**src/rtl/perf_counter_ctrl_if.sv**
```systemverilog
// MMIO bus between the CPU data path and the performance-counter block.
// The CPU side drives strobes, address and write data; the block returns
// registered read data.
interface perf_counter_ctrl_if;
  logic        mmio_we;
  logic        mmio_re;
  logic [2:0]  mmio_addr;
  logic [31:0] mmio_wdata;
  logic [31:0] mmio_rdata;

  modport master (
    output mmio_we,
    output mmio_re,
    output mmio_addr,
    output mmio_wdata,
    input  mmio_rdata
  );

  modport slave (
    input  mmio_we,
    input  mmio_re,
    input  mmio_addr,
    input  mmio_wdata,
    output mmio_rdata
  );
endinterface

```
**src/rtl/perf_counter_ctrl.sv**
```systemverilog
// Cycle / retired-instruction performance counters with MMIO control:
// start, stop, clear, atomic snapshot and an optional instruction-count
// limit that parks the block in DONE and emits a one-cycle done pulse.
module perf_counter_ctrl #(
  parameter int CNT_WIDTH = 32
) (
  input  logic                 clk,
  input  logic                 rst,
  input  logic                 inst_retire,
  perf_counter_ctrl_if.slave   mmio,
  output logic [CNT_WIDTH-1:0] cycle_counter,
  output logic [CNT_WIDTH-1:0] instruction_counter,
  output logic                 running,
  output logic                 done_pulse
);

  typedef enum logic [1:0] {
    ST_IDLE = 2'd0,
    ST_RUN  = 2'd1,
    ST_DONE = 2'd2
  } state_e;

  localparam logic [2:0] A_CTRL   = 3'd0;
  localparam logic [2:0] A_STATUS = 3'd1;
  localparam logic [2:0] A_CYC    = 3'd2;
  localparam logic [2:0] A_INS    = 3'd3;
  localparam logic [2:0] A_CSNAP  = 3'd4;
  localparam logic [2:0] A_ISNAP  = 3'd5;
  localparam logic [2:0] A_LIMIT  = 3'd6;

  localparam logic [CNT_WIDTH-1:0] CNT_ONE = CNT_WIDTH'(1);

  state_e               state_q;
  logic                 running_q;
  logic                 done_q;
  logic                 hit_q;
  logic [CNT_WIDTH-1:0] cyc_q, cyc_d;
  logic [CNT_WIDTH-1:0] ins_q, ins_d;
  logic [CNT_WIDTH-1:0] cyc_snap_q;
  logic [CNT_WIDTH-1:0] ins_snap_q;
  logic                 cyc_ovf_q, cyc_ovf_d;
  logic                 ins_ovf_q, ins_ovf_d;
  logic [31:0]          limit_q;
  logic [31:0]          rdata_q, rdata_d;

  logic                 ctrl_wr;
  logic                 start_c, stop_c, clear_c, snap_c;
  logic                 limit_wr;
  logic                 limit_fire;
  logic [CNT_WIDTH-1:0] ins_inc;

  assign ctrl_wr  = mmio.mmio_we && (mmio.mmio_addr == A_CTRL);
  assign start_c  = ctrl_wr && mmio.mmio_wdata[0];
  assign stop_c   = ctrl_wr && mmio.mmio_wdata[1];
  assign clear_c  = ctrl_wr && mmio.mmio_wdata[2];
  assign snap_c   = ctrl_wr && mmio.mmio_wdata[3];
  assign limit_wr = mmio.mmio_we && (mmio.mmio_addr == A_LIMIT);

  assign ins_inc  = ins_q + CNT_ONE;

  // The limit only fires on a counted retire that lands exactly on LIMIT;
  // a same-cycle STOP or CLEAR takes precedence over the automatic stop.
  assign limit_fire = (state_q == ST_RUN) && inst_retire && !stop_c && !clear_c &&
                      (limit_q != 32'd0) && (32'(ins_inc) == limit_q);

  // Next counter values: CLEAR beats counting, counting only while in RUN.
  always_comb begin
    cyc_d     = cyc_q;
    ins_d     = ins_q;
    cyc_ovf_d = cyc_ovf_q;
    ins_ovf_d = ins_ovf_q;
    if (clear_c) begin
      cyc_d     = '0;
      ins_d     = '0;
      cyc_ovf_d = 1'b0;
      ins_ovf_d = 1'b0;
    end else if (state_q == ST_RUN) begin
      cyc_d = cyc_q + CNT_ONE;
      if (cyc_q == '1) cyc_ovf_d = 1'b1;
      if (inst_retire) begin
        ins_d = ins_inc;
        if (ins_q == '1) ins_ovf_d = 1'b1;
      end
    end
  end

  // Register file: counters, sticky flags, snapshots and LIMIT.
  always_ff @(posedge clk) begin
    if (!rst) begin
      cyc_q      <= '0;
      ins_q      <= '0;
      cyc_ovf_q  <= 1'b0;
      ins_ovf_q  <= 1'b0;
      cyc_snap_q <= '0;
      ins_snap_q <= '0;
      limit_q    <= 32'd0;
    end else begin
      cyc_q     <= cyc_d;
      ins_q     <= ins_d;
      cyc_ovf_q <= cyc_ovf_d;
      ins_ovf_q <= ins_ovf_d;
      if (snap_c) begin
        cyc_snap_q <= cyc_q;
        ins_snap_q <= ins_q;
      end
      if (limit_wr) limit_q <= mmio.mmio_wdata;
    end
  end

  // Control FSM with registered running / done_pulse / limit-hit; STOP wins over START.
  always_ff @(posedge clk) begin
    if (!rst) begin
      state_q   <= ST_IDLE;
      running_q <= 1'b0;
      done_q    <= 1'b0;
      hit_q     <= 1'b0;
    end else begin
      done_q <= 1'b0;
      case (state_q)
        ST_IDLE: begin
          if (start_c && !stop_c) begin
            state_q   <= ST_RUN;
            running_q <= 1'b1;
          end
        end
        ST_RUN: begin
          if (stop_c) begin
            state_q   <= ST_IDLE;
            running_q <= 1'b0;
          end else if (limit_fire) begin
            state_q   <= ST_DONE;
            running_q <= 1'b0;
            done_q    <= 1'b1;
          end
        end
        ST_DONE: begin
          if (stop_c) begin
            state_q <= ST_IDLE;
          end else if (start_c) begin
            state_q   <= ST_RUN;
            running_q <= 1'b1;
          end
        end
        default: begin
          state_q   <= ST_IDLE;
          running_q <= 1'b0;
        end
      endcase
      if (limit_fire) begin
        hit_q <= 1'b1;
      end else if (clear_c) begin
        hit_q <= 1'b0;
      end
    end
  end

  // Read mux over pre-update register values, so a same-cycle write is not visible.
  always_comb begin
    rdata_d = 32'd0;
    case (mmio.mmio_addr)
      A_STATUS: rdata_d = {27'd0, hit_q, ins_ovf_q, cyc_ovf_q, state_q};
      A_CYC:    rdata_d = 32'(cyc_q);
      A_INS:    rdata_d = 32'(ins_q);
      A_CSNAP:  rdata_d = 32'(cyc_snap_q);
      A_ISNAP:  rdata_d = 32'(ins_snap_q);
      A_LIMIT:  rdata_d = limit_q;
      default:  rdata_d = 32'd0;
    endcase
  end

  // Read data register: loads on a read strobe and holds otherwise.
  always_ff @(posedge clk) begin
    if (!rst) begin
      rdata_q <= 32'd0;
    end else if (mmio.mmio_re) begin
      rdata_q <= rdata_d;
    end
  end

  assign mmio.mmio_rdata     = rdata_q;
  assign cycle_counter       = cyc_q;
  assign instruction_counter = ins_q;
  assign running             = running_q;
  assign done_pulse          = done_q;

endmodule

```
**src/flat_wrapper.sv**
```systemverilog
// flat-port wrapper written by rule: the top's interface ports become plain ports
module perf_counter_ctrl_flat 
#(
  parameter int CNT_WIDTH = 32
)
  (clk, rst, inst_retire, cycle_counter, instruction_counter, running, done_pulse, mmio_mmio_we, mmio_mmio_re, mmio_mmio_addr, mmio_mmio_wdata, mmio_mmio_rdata);
  perf_counter_ctrl_if mmio_i ();
  input  logic clk;
  input  logic rst;
  input  logic inst_retire;
  output logic [CNT_WIDTH-1:0] cycle_counter;
  output logic [CNT_WIDTH-1:0] instruction_counter;
  output logic running;
  output logic done_pulse;
  input wire logic [$bits(mmio_i.mmio_we)-1:0] mmio_mmio_we;
  input wire logic [$bits(mmio_i.mmio_re)-1:0] mmio_mmio_re;
  input wire logic [$bits(mmio_i.mmio_addr)-1:0] mmio_mmio_addr;
  input wire logic [$bits(mmio_i.mmio_wdata)-1:0] mmio_mmio_wdata;
  output wire logic [$bits(mmio_i.mmio_rdata)-1:0] mmio_mmio_rdata;
  assign mmio_i.mmio_we = mmio_mmio_we;
  assign mmio_i.mmio_re = mmio_mmio_re;
  assign mmio_i.mmio_addr = mmio_mmio_addr;
  assign mmio_i.mmio_wdata = mmio_mmio_wdata;
  assign mmio_mmio_rdata = mmio_i.mmio_rdata;
  perf_counter_ctrl #(.CNT_WIDTH(CNT_WIDTH)) u_core (.clk(clk), .rst(rst), .inst_retire(inst_retire), .mmio(mmio_i), .cycle_counter(cycle_counter), .instruction_counter(instruction_counter), .running(running), .done_pulse(done_pulse));
endmodule
```
**config.mk**
```make
export PLATFORM = sky130hd
export DESIGN_NAME = perf_counter_ctrl_flat
export DESIGN_NICKNAME = d
export VERILOG_FILES = /design/src/rtl/perf_counter_ctrl_if.sv /design/src/rtl/perf_counter_ctrl.sv /design/src/flat_wrapper.sv
export SDC_FILE = /design/constraint.sdc
export NUM_CORES = 1
export LEC_CHECK = 0
export ABC_AREA = 0
export BUFFER_PORTS_ARGS = -buffer_cell sky130_fd_sc_hd__buf_2
export CAP_MARGIN = 5
export CORE_ASPECT_RATIO = 0.75
export CORE_MARGIN = 4
export CORE_UTILIZATION = 50
export DETAILED_ROUTE_END_ITERATION = 12
export GPL_TIMING_DRIVEN = 0
export PLACE_DENSITY = 0.71
export SYNTH_ARGS = -nofsm -noshare
export SYNTH_HDL_FRONTEND = slang
export SYNTH_SLANG_ARGS = --single-unit
```
**constraint.sdc**
```tcl
create_clock -name clk -period 2.7 [get_ports clk]
set_input_delay 0.27 -clock clk [delete_from_list [all_inputs] [get_ports clk]]
set_output_delay 0.27 -clock clk [all_outputs]
set_load 0.005 [all_outputs]
```
Word-level counts from Yosys, hierarchy flattened
Cells that the tools add are included.

word-level totals
  input port bits = 40
  output and inout port bits = 98
  register bits = 199

cells by class
  reductions and logical operators = 25
  $add $sub $neg = 2
  eq/ne operators = 16
  bitwise operators = 2
  mux-type cells = 16

operators with widths
  operator                 number
  $pmux W32 S6             1
  $add A32 B1 Y32 const B  2
  $eq A32 B32 Y1 const B   2
  $eq A32 B32 Y1           1
  $reduce_bool A32 Y1      1
  $logic_and A1 B1 Y1      12
  $mux W2                  5
  $eq A3 B3 Y1 const B     3
  $mux W1                  8
  $eq A3 B2 Y1 const B     2
  $ne A3 B1 Y1 const B     2
  $pmux W2 S3              1
  $reduce_and A3 Y1        2
  $ne A2 B1 Y1 const B     2
  $reduce_and A2 Y1        2
  $reduce_and A4 Y1        1
  $eq A3 B1 Y1 const B     1
  $logic_not A3 Y1         1
  $pmux W1 S3              1
  $reduce_or A3 Y1         1
  $eq A2 B1 Y1 const B     1
  $eq A2 B2 Y1 const B     1
  $logic_not A1 Y1         2
  $logic_not A2 Y1         1
  4 further kinds          5

Longest topological paths before layout
Gate-level depths: netlist of the first run.

  depth in word-level cells = 11
  mapped depth = 11
  mapped depth without buffers = 9

Least setup slack after synthesis of the first run
No wires, ideal clock.

  path kind = flip-flop to flip-flop
  start = reg u_core.ins_q[1], in the netlist u_core.instruction_counter[1]
  end = reg u_core.state_q[1]
  arrival time = 2.413 ns
  setup slack = 0.227 ns
  setup time = 0.060 ns
  cell stages (with the launch flop) = 10
  period minus slack after synthesis = 2.473 ns
  path through = dfxtp_1 -> ha_1 -> and3_2 -> nand4_4 -> or3_1 -> o31a_1 -> a211oi_1 -> nand4_1 -> nor4b_4 -> o221a_1

between the ends
  longest elaborated chain between the ends = 5

ends and longest elaborated chain
  what                         RTL line                  source
  from (decl)                  perf_counter_ctrl.sv:38   logic [CNT_WIDTH-1:0] ins_q, ins_d;
  from (signal assigned)       perf_counter_ctrl.sv:99   ins_q <= ins_d;
  $add A32 B1 Y32              perf_counter_ctrl.sv:59   assign ins_inc = ins_q + CNT_ONE;
  $eq A32 B32 Y1               perf_counter_ctrl.sv:64   (limit_q != 32'd0) && (32'(ins_inc) == limit_q);
  $logic_and A1 B1 Y1          perf_counter_ctrl.sv:64
  $ne A3 B1 Y1 (no line)       -
  $reduce_and A3 Y1 (no line)  -
  to (signal assigned)         perf_counter_ctrl.sv:113  state_q <= ST_IDLE;
  to (signal assigned)         perf_counter_ctrl.sv:122  state_q <= ST_RUN;
  to (signal assigned)         perf_counter_ctrl.sv:128  state_q <= ST_IDLE;
  to (decl)                    perf_counter_ctrl.sv:33   state_e state_q;

Every way passes these cells.
A chain may end at the register's enable or synchronous reset.

Worst setup path after layout of the first run
  start = reg u_core.ins_q[8], in the netlist u_core.instruction_counter[8]
  end = reg u_core.state_q[1]

Same word-level chain as after synthesis.

==> results of run 1 <==
## path summary, 6_finish.rpt
check	startpoint	to	slack (ns)	depth (start not counted)
max	u_core.instruction_counter[8]	u_core.state_q[1]	-0.03	10
min	mmio_mmio_wdata[24]	u_core.limit_q[24]	0.07	3
max reg2reg	u_core.instruction_counter[8]	u_core.state_q[1]	-0.03	10
min reg2reg	u_core.ins_snap_q[22]	u_core.ins_snap_q[22]	0.46	2
## cells by family (layout without fill, tap and decap cells)
| family | count (synthesis) | in the layout | synth area share, % |
|---|---|---|---|
| AOI/OAI and AO/OA | 247 | 247 | 18.0 |
| muxes | 36 | 36 | 3.79 |
| xor gates and xnor gates | 102 | 102 | 8.52 |
| buffers and inverters | 140 | 341 | 6.30 |
| and+or+nand+nor | 541 | 541 | 25.2 |
| DFF | 199 | 199 | 38.0 |
| adders and majority gates | 2 | 2 | 0.239 |
## power by group
part | switching (W) | internal, W
Clock | 0.00125 | 0.00133
Combinational | 0.000269 | 0.000133
Sequential | 0.0000235 | 0.00294
Total | 0.00154 | 0.00441
## layer usage
metal / vias to the layer above / share of wire (%) / track usage [%]
li1: 4791 / - / -
met2: 625 / 41 / 43.9
met1: 4898 / 44 / 44.7
met4: 0 / 2.6 / 9.99
met5: - / 0 / 0
met3: 100 / 12 / 7.69
## state kept, by name, indices dropped and copies added, names as in the netlist
| register | count |
|---|---|
| u_core.cyc_ovf_q | 1 |
| u_core.cyc_snap_q | 32 |
| u_core.cycle_counter | 32 |
| u_core.done_pulse | 1 |
| u_core.hit_q | 1 |
| u_core.ins_ovf_q | 1 |
| u_core.ins_snap_q | 32 |
| u_core.instruction_counter | 32 |
| u_core.limit_q | 32 |
| u_core.mmio.mmio_rdata | 32 |
| u_core.running | 1 |
| u_core.state_q | 2 |
## metrics by stage
step           instances  power (W)  util (%)  setup slack, ns
3_3_place_gp        1684    0.00341      56.3           -0.648
4_1_cts             1726    0.00594      60.3          -0.0184
3_5_place_dp        1684    0.00341      56.3           -0.627
5_1_grt             1750    0.00610      61.7           -0.121
2_1_floorplan       1267    0.00325         -            0.227
6_report            1750    0.00595      61.7          -0.0273
## cells in the mapped netlist (4+ instances only)
| library cell | n |
|---|---|
| and3_1 | 16 |
| nor3_1 | 23 |
| or2_2 | 4 |
| nand2_1 | 240 |
| nand3_1 | 30 |
| xor2_1 | 46 |
| a221oi_1 | 6 |
| o21ai_0 | 11 |
| nor2b_1 | 13 |
| mux2i_1 | 6 |
| buf_4 | 6 |
| a211oi_1 | 5 |
| nand4_1 | 21 |
| dfxtp_1 | 199 |
| inv_1 | 34 |
| nor4_1 | 22 |
| buf_2 | 14 |
| clkbuf_1 | 71 |
| or3_1 | 7 |
| mux2_2 | 30 |
| buf_6 | 7 |
| a21oi_1 | 17 |
| a22o_1 | 29 |
| a21boi_0 | 97 |
| and2_1 | 34 |
| and4_1 | 5 |
| o21a_1 | 5 |
| nand3b_1 | 4 |
| nor2_1 | 94 |
| a222oi_1 | 29 |
| o22ai_1 | 29 |
| xnor2_1 | 56 |
## cell type report
class	count	area [µm²]	area share, %
Timing Repair Buffer	170	938	7.44
Inverter	34	128	1.01
Buffer	105	594	4.71
Clock inverter	13	141	1.12
Tap cell	282	353	2.80
Multi-Input combinational cell	928	6010	47.6
Clock buffer	19	443	3.51
Sequential cell	199	4010	31.8
## worst register-to-register path, cell delays in order (launching register included)
cell,delay (ns)
dfxtp_1,0.33
buf_6,0.12
buf_4,0.17
xor2_1,0.18
a222oi_1,0.45
nand3_1,0.15
nor4_2,0.30
nand4_1,0.22
nor2_1,0.17
nor4b_4,0.33
o221a_1,0.25
## repair_timing
action / 4_1_cts / 5_1_grt
hold buffers: 0 / 0
setup buffers: 10 / 25
gates resized for setup: 39 / 39
endpoints found under the setup margin: 19 / 11
pin swaps: 8 / 14
==> report_table.html, run 1 <==
<table>
<tr><th>Metric</th><th>Value</th></tr>
<tr><th colspan="2">Global routing</th></tr>
<tr><td>Final global-route overflow total</td><td>0</td></tr>
<tr><td>Initial antenna violation count</td><td>1</td></tr>
<tr><td>Total track usage</td><td>30.5%</td></tr>
<tr><td>First-pass GRT wire length</td><td>55200 µm</td></tr>
<tr><td>Via count of the first global-routing pass</td><td>9378</td></tr>
<tr><td>Largest net degree at the start of global routing</td><td>19</td></tr>
<tr><th colspan="2">Timing</th></tr>
<tr><td>Setup violation total in the final timing report</td><td>1</td></tr>
<tr><td>Worst Setup Slack, final</td><td>-0.0273 ns</td></tr>
<tr><td>Crit path time final</td><td>2.73 ns</td></tr>
<tr><td>Max-Slew Margin vs Limit</td><td>39.5%</td></tr>
<tr><td>Clock skew</td><td>0.0122 ns</td></tr>
<tr><td>Count of pins over their slew limit</td><td>0</td></tr>
<tr><td>Worst Tran Pin Value</td><td>0.907 ns</td></tr>
<tr><td>Highest achievable clock rate</td><td>367 MHz</td></tr>
<tr><td>Unrepaired setup endpoints after global routing</td><td>true</td></tr>
<tr><td>Worst Hold Slack</td><td>0.0655 ns</td></tr>
<tr><td>Final hold vios</td><td>0</td></tr>
<tr><td>Part of the cycle the worst path needs</td><td>101%</td></tr>
<tr><td>Post-Route Setup TNS</td><td>-0.0273 ns</td></tr>
<tr><th colspan="2">Worst setup path</th></tr>
<tr><td>Max stage delay cell, worst path</td><td>a222oi_1</td></tr>
<tr><td>Max incr delay on CP</td><td>0.45 ns</td></tr>
<tr><td>CP startpoint kind</td><td>flop</td></tr>
<tr><td>Worst setup path category</td><td>flop to flop</td></tr>
<tr><td>Cells along the critical path</td><td>buf_6 &gt; buf_4 &gt; xor2_1 &gt; a222oi_1 &gt; nand3_1 &gt; nor4_2 &gt; nand4_1 &gt; nor2_1 &gt; nor4b_4 &gt; o221a_1</td></tr>
<tr><td>Kind of cell adding the most delay to the critical path</td><td>simple AND/OR/NAND/NOR gates</td></tr>
<tr><td>Total buffers and inverters traversed by the critical path</td><td>2</td></tr>
<tr><td>Critical path peak fanout</td><td>8</td></tr>
<tr><td>Arrival time of the worst setup path</td><td>3.12 ns</td></tr>
<tr><td>Critical path required time</td><td>3.09 ns</td></tr>
<tr><td>Element type at the critical path end</td><td>flop</td></tr>
<tr><th colspan="2">Die</th></tr>
<tr><td>Die extent in x</td><td>175 µm</td></tr>
<tr><td>Ports placed on the boundary</td><td>138</td></tr>
<tr><td>DIE AREA</td><td>0.0234 mm²</td></tr>
<tr><td>Initial core utilization</td><td>51.3%</td></tr>
<tr><td>Cell Rows</td><td>45</td></tr>
<tr><td>Die span in y</td><td>133 µm</td></tr>
<tr><td>Placeable Area</td><td>0.0204 mm²</td></tr>
<tr><th colspan="2">Placed design</th></tr>
<tr><td># port buffers</td><td>135</td></tr>
<tr><td>Dpl cell area</td><td>0.0115 mm²</td></tr>
<tr><td>Half-perimeter wire length after detailed placement</td><td>27900 µm</td></tr>
<tr><td>Weighted congestion reported at the end of routability-driven placement</td><td>0.982</td></tr>
<tr><th colspan="2">Detailed routing</th></tr>
<tr><td>DRT Wirelength</td><td>37000 µm</td></tr>
<tr><td>Total iterations of the first detailed-routing run</td><td>9</td></tr>
<tr><td>Vias/cell</td><td>5.95</td></tr>
<tr><td>Overall via count from detail_route</td><td>10400</td></tr>
<tr><td>Avg WL per Cell</td><td>21.1 µm</td></tr>
<tr><td>Remaining routing DRC violations</td><td>0</td></tr>
<tr><td>Post-detailed-route count of antenna-violating nets</td><td>0</td></tr>
<tr><td>Iteration-0 DRC count of the detailed router</td><td>1600</td></tr>
<tr><th colspan="2">Synthesis</th></tr>
<tr><td>Synthesized instance count</td><td>1267</td></tr>
<tr><td>Count of unique library cells instantiated by Yosys</td><td>69</td></tr>
<tr><td>Post-synth ARST share</td><td>0%</td></tr>
<tr><td>Sequential cell area fraction in the yosys report</td><td>38.0%</td></tr>
<tr><td>Number of nets in the synthesized netlist</td><td>1309</td></tr>
<tr><td>Top FF cell, synth</td><td>dfxtp_1</td></tr>
<tr><td>Average size of a mapped cell</td><td>8.28 µm²</td></tr>
<tr><td>Flops &amp; latches, synth</td><td>199</td></tr>
<tr><td>YS warnings</td><td>0</td></tr>
<tr><td>Area share of the largest cell type after synthesis</td><td>38.0%</td></tr>
<tr><td>Top cells by area, synth</td><td>dfxtp_1, nand2_1, a21boi_0</td></tr>
<tr><td>Post-synth design cell area</td><td>0.0105 mm²</td></tr>
<tr><td>Cell type with the highest aggregate area in the netlist</td><td>dfxtp_1</td></tr>
<tr><td>Number of flops mapped to enable cells by yosys</td><td>0</td></tr>
<tr><th colspan="2">Final layout</th></tr>
<tr><td>Share of cells above drive strength 1</td><td>21.8%</td></tr>
<tr><td>Most frequent cells in the layout</td><td>nand2_1, dfxtp_1, buf_2</td></tr>
<tr><td>Total Nets Final</td><td>1497</td></tr>
<tr><td>Cell area after layout</td><td>0.0126 mm²</td></tr>
<tr><td>Fill cells</td><td>1864</td></tr>
<tr><td>Synth-to-Final Area Change</td><td>20.3%</td></tr>
<tr><td>Most common cell after layout, fill and taps aside</td><td>nand2_1</td></tr>
<tr><td>Diodes inserted</td><td>0</td></tr>
<tr><th colspan="2">Run status</th></tr>
<tr><td>Run status</td><td>complete, but fails checks</td></tr>
<tr><td>Failing checks</td><td>negative setup slack</td></tr>
<tr><th colspan="2">Clock network</th></tr>
<tr><td>Clock Latency Late Sink</td><td>0.45 ns</td></tr>
<tr><td>Register clock-pin slew on the reported worst setup and hold paths</td><td>0.08 ns</td></tr>
<tr><td>Clk buf depth</td><td>2</td></tr>
<tr><td>Sink count of the clock tree</td><td>199</td></tr>
<tr><td>Clock tree from TritonCTS</td><td>built</td></tr>
<tr><td>Root buffer cell</td><td>clkbuf_16</td></tr>
<tr><td>Inserted Clock Buffers</td><td>17</td></tr>
<tr><td>H-tree depth</td><td>4</td></tr>
<tr><th colspan="2">Power</th></tr>
<tr><td>Peak supply drop</td><td>404 µV</td></tr>
<tr><td>Cell area power density</td><td>471 mW/mm²</td></tr>
<tr><td>Leakage</td><td>4.80 nW</td></tr>
<tr><th colspan="2">Flow run</th></tr>
<tr><td>Count of max-cap constraint violations</td><td>0</td></tr>
<tr><th colspan="2">Worst hold path</th></tr>
<tr><td>HP Class</td><td>input pin to flop</td></tr>
</table>
(Power assumes the default switching activity.)
==> inputs of run 2 (changes only) <==
PLACE_DENSITY = 0.8   (was 0.71)
==> report_table.html, run 2 (same netlist as run 1, synthesis figures left out) <==
<table>
<tr><th>Metric</th><th>Value</th></tr>
<tr><th colspan="2">Run status</th></tr>
<tr><td>Run status</td><td>complete, but fails checks (unchanged)</td></tr>
<tr><td>Failing checks</td><td>negative setup slack (unchanged)</td></tr>
<tr><th colspan="2">Worst hold path</th></tr>
<tr><td>HP Class</td><td>input pin to flop (unchanged)</td></tr>
<tr><th colspan="2">Detailed routing</th></tr>
<tr><td>Avg WL per Cell</td><td>21.2 µm (was 21.1 µm)</td></tr>
<tr><td>Remaining routing DRC violations</td><td>0 (unchanged)</td></tr>
<tr><td>Iteration-0 DRC count of the detailed router</td><td>1669 (was 1600)</td></tr>
<tr><td>Overall via count from detail_route</td><td>10400 (about the same)</td></tr>
<tr><td>Post-detailed-route count of antenna-violating nets</td><td>0 (unchanged)</td></tr>
<tr><td>DRT Wirelength</td><td>36800 µm (was 37000 µm)</td></tr>
<tr><td>Vias/cell</td><td>5.99 (was 5.95)</td></tr>
<tr><td>Total iterations of the first detailed-routing run</td><td>9 (unchanged)</td></tr>
<tr><th colspan="2">Worst setup path</th></tr>
<tr><td>CP startpoint kind</td><td>flop (unchanged)</td></tr>
<tr><td>Worst setup path category</td><td>flop to flop (unchanged)</td></tr>
<tr><td>R2r worst-path depth</td><td>10 (unchanged)</td></tr>
<tr><td>Arrival time of the worst setup path</td><td>3.11 ns (was 3.12 ns)</td></tr>
<tr><td>Critical Path Start</td><td>u_core.instruction_counter[1] (was u_core.instruction_counter[8])</td></tr>
<tr><td>Register-to-register setup slack</td><td>-0.03 ns (about the same)</td></tr>
<tr><td>Critical path required time</td><td>3.09 ns (about the same)</td></tr>
<tr><td>Number of cells on the critical path</td><td>10 (unchanged)</td></tr>
<tr><td>Critical path peak fanout</td><td>8 (unchanged)</td></tr>
<tr><td>Max incr delay on CP</td><td>0.43 ns (was 0.45 ns)</td></tr>
<tr><td>Cells along the critical path</td><td>ha_4 &gt; and3_4 &gt; nand4_4 &gt; buf_4 &gt; nor4_1 &gt; xnor2_1 &gt; nand4_1 &gt; nor2_1 &gt; nor4b_4 &gt; o221a_1 (was buf_6 &gt; buf_4 &gt; xor2_1 &gt; a222oi_1 &gt; nand3_1 &gt; nor4_2 &gt; nand4_1 &gt; nor2_1 &gt; nor4b_4 &gt; o221a_1)</td></tr>
<tr><td>Reg-to-reg critical path endpoint</td><td>u_core.state_q[1] (unchanged)</td></tr>
<tr><td>Total buffers and inverters traversed by the critical path</td><td>1 (was 2)</td></tr>
<tr><td>Worst setup path end</td><td>u_core.state_q[1] (unchanged)</td></tr>
<tr><td>Worst r2r src</td><td>u_core.instruction_counter[1] (was u_core.instruction_counter[8])</td></tr>
<tr><td>Max stage delay cell, worst path</td><td>dfxtp_4 (was a222oi_1)</td></tr>
<tr><td>Kind of cell adding the most delay to the critical path</td><td>simple AND/OR/NAND/NOR gates (unchanged)</td></tr>
<tr><td>Element type at the critical path end</td><td>flop (unchanged)</td></tr>
<tr><th colspan="2">Global routing</th></tr>
<tr><td>Via count of the first global-routing pass</td><td>9748 (was 9378)</td></tr>
<tr><td>Total track usage</td><td>30.4% (was 30.5%)</td></tr>
<tr><td>First-pass GRT wire length</td><td>55600 µm (was 55200 µm)</td></tr>
<tr><td>Largest net degree at the start of global routing</td><td>18 (was 19)</td></tr>
<tr><td>Final global-route overflow total</td><td>0 (unchanged)</td></tr>
<tr><td>Initial antenna violation count</td><td>1 (unchanged)</td></tr>
<tr><th colspan="2">Final layout</th></tr>
<tr><td>Final Util</td><td>61.2% (was 61.7%)</td></tr>
<tr><td>Most common cell after layout, fill and taps aside</td><td>nand2_1 (unchanged)</td></tr>
<tr><td>Share of cells above drive strength 1</td><td>20.8% (was 21.8%)</td></tr>
<tr><td>Most frequent cells in the layout</td><td>nand2_1, dfxtp_1, buf_2 (unchanged)</td></tr>
<tr><td>Total Nets Final</td><td>1481 (was 1497)</td></tr>
<tr><td>Synth-to-Final Area Change</td><td>19.2% (was 20.3%)</td></tr>
<tr><td>Cell area after layout</td><td>0.0125 mm² (was 0.0126 mm²)</td></tr>
<tr><td>Diodes inserted</td><td>0 (unchanged)</td></tr>
<tr><th colspan="2">Timing</th></tr>
<tr><td>Count of pins over their slew limit</td><td>0 (unchanged)</td></tr>
<tr><td>Max-Slew Margin vs Limit</td><td>44.9% (was 39.5%)</td></tr>
<tr><td>Setup violation total in the final timing report</td><td>1 (unchanged)</td></tr>
<tr><td>Part of the cycle the worst path needs</td><td>101% (about the same)</td></tr>
<tr><td>Highest achievable clock rate</td><td>367 MHz (about the same)</td></tr>
<tr><td>Crit path time final</td><td>2.73 ns (about the same)</td></tr>
<tr><td>Worst Setup Slack, final</td><td>-0.0275 ns (was -0.0273 ns)</td></tr>
<tr><td>Final hold vios</td><td>0 (unchanged)</td></tr>
<tr><td>Unrepaired setup endpoints after global routing</td><td>true (unchanged)</td></tr>
<tr><td>Clock skew</td><td>0.0102 ns (was 0.0122 ns)</td></tr>
<tr><td>Worst Tran Pin Value</td><td>0.824 ns (was 0.907 ns)</td></tr>
<tr><th colspan="2">Clock network</th></tr>
<tr><td>Inserted Clock Buffers</td><td>17 (unchanged)</td></tr>
<tr><td>Root buffer cell</td><td>clkbuf_16 (unchanged)</td></tr>
<tr><td>Clock Latency Late Sink</td><td>0.45 ns (about the same)</td></tr>
<tr><td>H-tree depth</td><td>4 (unchanged)</td></tr>
<tr><td>Sink count of the clock tree</td><td>199 (unchanged)</td></tr>
<tr><td>Clk buf depth</td><td>2 (unchanged)</td></tr>
<tr><td>Quantity of hold-fixing buffers added after cts</td><td>0 (unchanged)</td></tr>
<tr><td>Register clock-pin slew on the reported worst setup and hold paths</td><td>0.07 ns (was 0.08 ns)</td></tr>
<tr><td>Clock tree from TritonCTS</td><td>built (unchanged)</td></tr>
<tr><th colspan="2">Die</th></tr>
<tr><td>Die span in y</td><td>133 µm (unchanged)</td></tr>
<tr><td>DIE AREA</td><td>0.0234 mm² (unchanged)</td></tr>
<tr><td>Die extent in x</td><td>175 µm (unchanged)</td></tr>
<tr><td>Placeable Area</td><td>0.0204 mm² (unchanged)</td></tr>
<tr><td>Ports placed on the boundary</td><td>138 (unchanged)</td></tr>
<tr><td>Initial core utilization</td><td>51.3% (unchanged)</td></tr>
<tr><td>Cell Rows</td><td>45 (unchanged)</td></tr>
<tr><th colspan="2">Power</th></tr>
<tr><td>Internal Pwr Total</td><td>0.00453 W (was 0.00441 W)</td></tr>
<tr><td>Switching part of the total</td><td>25.1% (was 25.9%)</td></tr>
<tr><td>Total design power</td><td>0.00605 W (was 0.00595 W)</td></tr>
<tr><td>Leakage</td><td>4.72 nW (was 4.80 nW)</td></tr>
<tr><td>Switching power total</td><td>0.00152 W (was 0.00154 W)</td></tr>
<tr><td>Comb power frac</td><td>6.6% (was 6.8%)</td></tr>
<tr><td>Peak supply drop</td><td>377 µV (was 404 µV)</td></tr>
<tr><td>Clock group share of total power</td><td>44.4% (was 43.4%)</td></tr>
<tr><td>Cell area power density</td><td>484 mW/mm² (was 471 mW/mm²)</td></tr>
<tr><td>Flop pwr share</td><td>49.0% (was 49.9%)</td></tr>
<tr><th colspan="2">Placed design</th></tr>
<tr><td># port buffers</td><td>135 (unchanged)</td></tr>
<tr><td>Half-perimeter wire length after detailed placement</td><td>27700 µm (was 27900 µm)</td></tr>
<tr><td>Weighted congestion reported at the end of routability-driven placement</td><td>0.993 (was 0.982)</td></tr>
<tr><td>Dpl cell area</td><td>0.0115 mm² (about the same)</td></tr>
<tr><th colspan="2">Flow run</th></tr>
<tr><td>Count of max-cap constraint violations</td><td>0 (unchanged)</td></tr>
</table>
## run 2: cell types whose count changed in the layout (fill, tap and decap cells not counted), sizes merged
cell and change:
clkinv -4, clkinvlp +1, buf -14, bufinv +1, clkbuf -1
## run 2: worst min path at each step
| stage | slack [ns] | start | depth (start not counted) | endpoint |
|---|---|---|---|---|
| 3_5_place_dp | 0.46 | u_core.ins_snap_q[29] | 2 | u_core.ins_snap_q[29] |
| 5_1_grt | 0.08 | mmio_mmio_wdata[14] | 3 | u_core.limit_q[14] |
| 3_3_place_gp | 0.45 | u_core.ins_snap_q[22] | 2 | u_core.ins_snap_q[22] |
| 2_1_floorplan | 0.41 | mmio_mmio_wdata[0] | 2 | u_core.limit_q[0] |
| 4_1_cts | 0.07 | mmio_mmio_wdata[16] | 3 | u_core.limit_q[16] |
| 6_report | 0.07 | mmio_mmio_wdata[23] | 3 | u_core.limit_q[23] |
## run 2: per-layer routing
metal	GRT usage [%]	vias to the layer above	share of wire, %
li1	-	4741	-
met1	43.6	4897	42
met2	46.5	670	43
met3	6.70	68	13
met4	8.16	0	2.1
met5	0	-	0
## run 2: through the flow
| step | setup TNS [ns] | hold slack, ns | std cells | worst slack, ns |
|---|---|---|---|---|
| 4_1_cts | 0 | 0.0655 | 1724 | 0.000838 |
| 6_report | -0.0275 | 0.0696 | 1733 | -0.0275 |
| 5_1_grt | -0.195 | 0.0797 | 1733 | -0.0681 |
| 3_3_place_gp | -8.17 | 0.449 | 1684 | -0.644 |
| 2_1_floorplan | 0 | 0.415 | 1267 | 0.227 |
| 3_5_place_dp | -6.32 | 0.457 | 1685 | -0.583 |
## run 2: area by class of cell
cell class	instances	area, µm²
fill	1809	7930
multi-input combinational	928	5990
sequential	199	4010
timing repair buffer	154	816
buffer	105	602
clock buffer	20	467
tap	282	353
clock inverter	11	138
inverter	34	128
## run 2: power by group through the flow
stage | Combinational [W] | Clock, W | Sequential (W)
finish | 0.000400 | 0.00268 | 0.00297
global route | 0.000423 | 0.00279 | 0.00297
CTS | 0.000382 | 0.00268 | 0.00297
detailed placement | 0.000376 | 0 | 0.00304
global placement | 0.000375 | 0 | 0.00304
floorplan | 0.000225 | 0 | 0.00303
## run 2: tightest hold or removal path: cells and delay by family
| kind | cells | cell delay, ns |
|---|---|---|
| and+or+nand+nor | 1 | 0.04 |
| buffers and inverters | 1 | 0.09 |
| AOI/OAI and AO/OA | 1 | 0.06 |
## run 2: repair_timing
action                     in CTS  in global routing
resized for setup              43                 31
pin swaps                       9                 11
cloned                          0                  0
buffers inserted                9                  9
setup endpoints to repair      14                  8
